### src/rtl/ispm_port_arbiter.sv
// Round-robin arbiter sharing one scratchpad BRAM port among NREQ valid/ready requesters.
// Bounded bursts per owner; responses return one cycle after acceptance to the issuer.
module ispm_port_arbiter #(
  parameter int DATA      = 72,
  parameter int ADDR      = 10,
  parameter int NREQ      = 2,
  parameter int MAX_BURST = 4
) (
  input  logic                 clk,
  input  logic                 rst_n,
  input  logic [NREQ-1:0]      req_valid,
  output logic [NREQ-1:0]      req_ready,
  input  logic [NREQ-1:0]      req_wr,
  input  logic [NREQ*ADDR-1:0] req_addr,
  input  logic [NREQ*DATA-1:0] req_wdata,
  output logic [NREQ-1:0]      resp_valid,
  output logic [DATA-1:0]      resp_rdata,
  output logic                 bram_wr,
  output logic [ADDR-1:0]      bram_addr,
  output logic [DATA-1:0]      bram_din,
  input  logic [DATA-1:0]      bram_dout
);

  localparam int IW   = (NREQ > 1) ? $clog2(NREQ) : 1;
  localparam int CW   = $clog2(MAX_BURST + 1);
  localparam int NPAD = 2 ** IW;
  localparam logic [CW-1:0] CNT_MAX = CW'(MAX_BURST);

  logic [IW-1:0]   cur;
  logic [CW-1:0]   cnt;
  logic            rsp_vld;
  logic [IW-1:0]   rsp_idx;

  logic [NPAD-1:0] vld_pad;
  logic [IW-1:0]   cand;
  logic            cand_ok;
  logic            others;
  logic            acc;
  logic            sel_wr;
  logic [ADDR-1:0] sel_addr;
  logic [DATA-1:0] sel_wdata;

  // Padding keeps every IW-bit index in range when NREQ is not a power of two.
  always_comb begin
    vld_pad = '0;
    vld_pad[NREQ-1:0] = req_valid;
  end

  always_comb begin
    others = 1'b0;
    for (int i = 0; i < NREQ; i++) begin
      if ((IW'(i) != cur) && req_valid[i]) others = 1'b1;
    end
  end

  // Scan from the farthest slot toward cur+1 so the nearest valid requester wins.
  always_comb begin
    logic [IW-1:0] idx;
    cand    = cur;
    cand_ok = 1'b0;
    idx     = '0;
    if (vld_pad[cur] && ((cnt < CNT_MAX) || !others)) begin
      cand_ok = 1'b1;
    end else begin
      for (int k = NREQ - 1; k >= 1; k--) begin
        idx = IW'((int'(cur) + k) % NREQ);
        if (vld_pad[idx]) begin
          cand    = idx;
          cand_ok = 1'b1;
        end
      end
    end
  end

  // With no candidate cand equals cur, so the BRAM sees the owner's fields as a harmless read.
  always_comb begin
    sel_wr    = req_wr[0];
    sel_addr  = req_addr[0 +: ADDR];
    sel_wdata = req_wdata[0 +: DATA];
    for (int i = 0; i < NREQ; i++) begin
      if (IW'(i) == cand) begin
        sel_wr    = req_wr[i];
        sel_addr  = req_addr[i*ADDR +: ADDR];
        sel_wdata = req_wdata[i*DATA +: DATA];
      end
    end
  end

  always_comb begin
    req_ready = '0;
    if (rst_n && cand_ok) begin
      for (int i = 0; i < NREQ; i++) begin
        if (IW'(i) == cand) req_ready[i] = 1'b1;
      end
    end
  end

  assign acc       = |(req_valid & req_ready);
  assign bram_wr   = acc & sel_wr;
  assign bram_addr = sel_addr;
  assign bram_din  = sel_wdata;

  always_ff @(posedge clk or negedge rst_n) begin
    if (!rst_n) begin
      cur     <= '0;
      cnt     <= '0;
      rsp_vld <= 1'b0;
      rsp_idx <= '0;
    end else begin
      rsp_vld <= acc;
      rsp_idx <= cand;
      if (acc) begin
        if (cand == cur) begin
          if (cnt != CNT_MAX) cnt <= cnt + CW'(1);
        end else begin
          cur <= cand;
          cnt <= CW'(1);
        end
      end else begin
        cnt <= '0;
      end
    end
  end

  always_comb begin
    resp_valid = '0;
    if (rst_n && rsp_vld) begin
      for (int i = 0; i < NREQ; i++) begin
        if (IW'(i) == rsp_idx) resp_valid[i] = 1'b1;
      end
    end
  end

  assign resp_rdata = bram_dout;

endmodule

### config.mk
export PLATFORM = sky130hd
export DESIGN_NAME = ispm_port_arbiter
export DESIGN_NICKNAME = d
export VERILOG_FILES = /design/src/rtl/ispm_port_arbiter.sv
export SDC_FILE = /design/constraint.sdc
export NUM_CORES = 1
export LEC_CHECK = 0
export ABC_AREA = 1
export CAP_MARGIN = 30
export CORE_AREA = 3 3 157 159
export CTS_CLUSTER_DIAMETER = 40
export DETAILED_ROUTE_END_ITERATION = 10
export DIE_AREA = 0 0 160 162
export DONT_BUFFER_PORTS = 1
export GPL_ROUTABILITY_DRIVEN = 0
export HOLD_SLACK_MARGIN = 0.12
export PLACE_DENSITY = 0.3
export SLEW_MARGIN = 20
export SYNTH_ARGS = -nofsm -noshare
export SYNTH_HDL_FRONTEND = slang
export SYNTH_SLANG_ARGS = --single-unit
### constraint.sdc
create_clock -name clk -period 1.5 [get_ports clk]
set_input_delay 0.225 -clock clk [delete_from_list [all_inputs] [get_ports clk]]
set_output_delay 0.225 -clock clk [all_outputs]
set_load 0.05 [all_outputs]
==> qor.yml <==
outcome:
  outcome: "finished with violations"
  violations: "negative setup slack"
routing:
  firstDrtPassIters: 6
  drt-wirelength-per-cell_um: 17.0
  ant_nets: 0
  drc: 0
  num_vias: 2172
  drt_wl_total_um: 11000
  drt_iter0_drc: 55
  viasPerCell: 3.36
cells_and_area:
  nets: 574
  final_util: 0.134
  regArea_um2: 150
  num_antenna_cells: 0
  design_area_mm2: 0.00313
  final_cells: 647
  areaGrowthSynthToFinish_pct: 60.7
  multiInputGateArea_mm2: 0.00193
  fill_cells: 2689
  drive_gt1_frac: 0.479
floorplanning:
  num_rows: 56
  core_mm2: 0.0234
  io-pin-count: 401
  fp.dieH_um: 162
  die_w_um: 160
  start_util: 0.0833
  dieArea_mm2: 0.0259
synth:
  synth_compound_area_frac: 0.0193
  yosys.area_share.simple: 0.523
  syn_nets: 627
  synth_top_family_by_area: "simple AND/OR/NAND/NOR gates"
  synth_area_mm2: 0.00195
  yosysSeqAreaShare: 0.0770
  synth_xor_area_frac: 0.00899
  synth.ff_latch_count: 6
  syn_inst: 383
  yosys.area_share.adder: 0.0128
  avgSynthCellArea_um2: 5.09
  synth.area.top_cells: "nand2_1, buf_4, dfrtp_1"
  synth_top_area_share: 0.491
  synthMuxAreaShare: 0.00513
  synth_largest_area_cell: "nand2_1"
  ys_warn_count: 0
  synthDistinctLibCells: 21
worst_setup_path:
  arrival_ns: 1.77
  cp_top_family: "simple AND/OR/NAND/NOR gates"
  cpPeakStageDelay_ns: 0.41
  critPathLaunchType: "flip-flop"
  crit_path_frequent_cell: "nand2_4"
  path_cells: "nand2_1, nand3_4, nand2_4, nand2_4, nand2_8, buf_12, buf_6, nand2_1, nand2_4"
  endpoint_kind: "output pin"
  cp_max_fo: 6
  required_ns: 1.27
  path_buf_inv: 2
  cp_slowest_cell: "dfrtp_1"
  crit_type: "reg -> out"
placement:
  place_area_mm2: 0.00257
  placedCellCount: 628
  port_buffers: 0
  dp_slack_ns: -0.317
  place_hpwl_um: 7780
power_and_ir_drop:
  power_density_mw_per_mm2: 3070
  power.total_mw: 9.61
  vdd_drop_max_v: 0.00109
  leakagePower_nw: 1.43
clock_network:
  cts_buffer_depth: 2
  htree_levels: 1
  cts_tree: "built"
  cts_root_buf: "clkbuf_16"
  cts_sinks: 6
  path_clk_slew_ns: 0.04
  clock_latency_ns: 0.23
  numCtsBuffers: 3
global_routing:
  antenna_found_initial: 0
  grt_max_degree: 39
  grt_pass1_vias: 2107
  grt_pass1_wl_um: 13000
  gr-total-overflow: 0
  grt_usage: 0.0655
sta:
  fmax_ghz: 0.502
  tns_ns: -39.35
  period_share: 1.33
  hold_violations: 0
  whs_ns: 0.308
  final.setup_skew_ns: 0.00372
  rsz0062_at_grt: "yes"
  drv_slew: 0
  period_needed_ns: 1.99
  setup_ws_ns: -0.491
  slew_headroom: 0.772
  finalSetupViolCount: 85
  tightest_slew_ns: 0.342
hold_path:
  hold_path.class: "in -> async"
flow_run:
  maxCapViolCount: 0
report_power, final:
group / internal [mW] / total, mW / switching (mW)
logic: 2.32 / 8.94 / 6.63
registers: 0.200 / 0.235 / 0.0347
clock network: 0.342 / 0.433 / 0.0908
synth_stat cells, drive strengths merged:
cell type  count
nand2        257
buf           88
inv            8
dfrtp          6
nor2           6
o21ai          4
nand3          3
a21oi          2
clkbuf         2
ha             2
a211oi         1
mux2i          1
nor3b          1
xnor2          1
xor2           1
layout make-up:
class | instances | share of cell area
Tap cell | 319 | 0.127
Inverter | 8 | 0.0148
Clock buffer | 3 | 0.0240
Multi-Input combinational cell | 279 | 0.615
Timing Repair Buffer | 32 | 0.171
Sequential cell | 6 | 0.0479
repair_timing:
action,in CTS,in global routing
endpoints found under the setup margin,85,85
pin swaps,10,28
setup buffers,5,3
hold buffers,1,0
endpoints found under the hold margin,6,0
cloned,3,6
resized for setup,21,46
placed cells by master, fill, tap and decap left out:
master and instances:
o21ai_1 1, buf_12 12, nand2_2 21, a21oi_1 1
dfrtp_1 6, dlygate4sd3_1 1, nand2_8 2, ha_1 2
a21oi_4 1, buf_6 1, xor2_1 1, nor2_1 4
inv_16 1, o21ai_2 2, mux2i_1 1, clkbuf_16 7
nor2_4 2, o21ai_0 1, a211oi_1 1, buf_16 3
inv_2 1, xnor2_1 1, nand2_4 91, inv_1 6
buf_4 10, nand3_1 1, nor3b_1 1, nand2_1 143
nand3_4 2, buf_8 1
registers in the layout, indices dropped and copies added, names as in the netlist:
signal and cells:
cnt 3, rsp_idx 1, rsp_vld 1, cur 1
layer usage:
metal  global-route usage  routed length, um
met2                0.130               6070
met3               0.0252               1350
met5                    0                  0
met4               0.0225                286
met1               0.0605               3320
cell families (layout without fill, tap and decap cells):
logic type      count (synthesis)  count (layout)
xor+xnor                        2               2
flops                           6               6
fa+ha+maj                       2               2
mux                             1               1
compound gates                  7               7
simple gates                  267             267
buf+inv                        98              43
path summary, 6_finish.rpt:
| check | depth (start not counted) | endpoint | slack [ns] | start |
|---|---|---|---|---|
| setup / recovery | 9 | bram_din[2] | -0.49 | cur$_DFFE_PN0P_ |
| hold / removal | 1 | rsp_vld$_DFF_PN0_ | 0.31 | rst_n |
| setup reg to reg | 6 | cnt[0]$_DFFE_PN0P_ | 0.14 | cur$_DFFE_PN0P_ |
| hold reg to reg | 3 | cnt[0]$_DFFE_PN0P_ | 0.64 | cnt[0]$_DFFE_PN0P_ |
| max in group asynchronous | 1 | rsp_idx$_DFF_PN0_ | 0.96 | rst_n |
| min in group clk | 3 | rsp_vld$_DFF_PN0_ | 0.31 | req_valid[1] |
No activity file was read; power rests on OpenSTA's default activity.
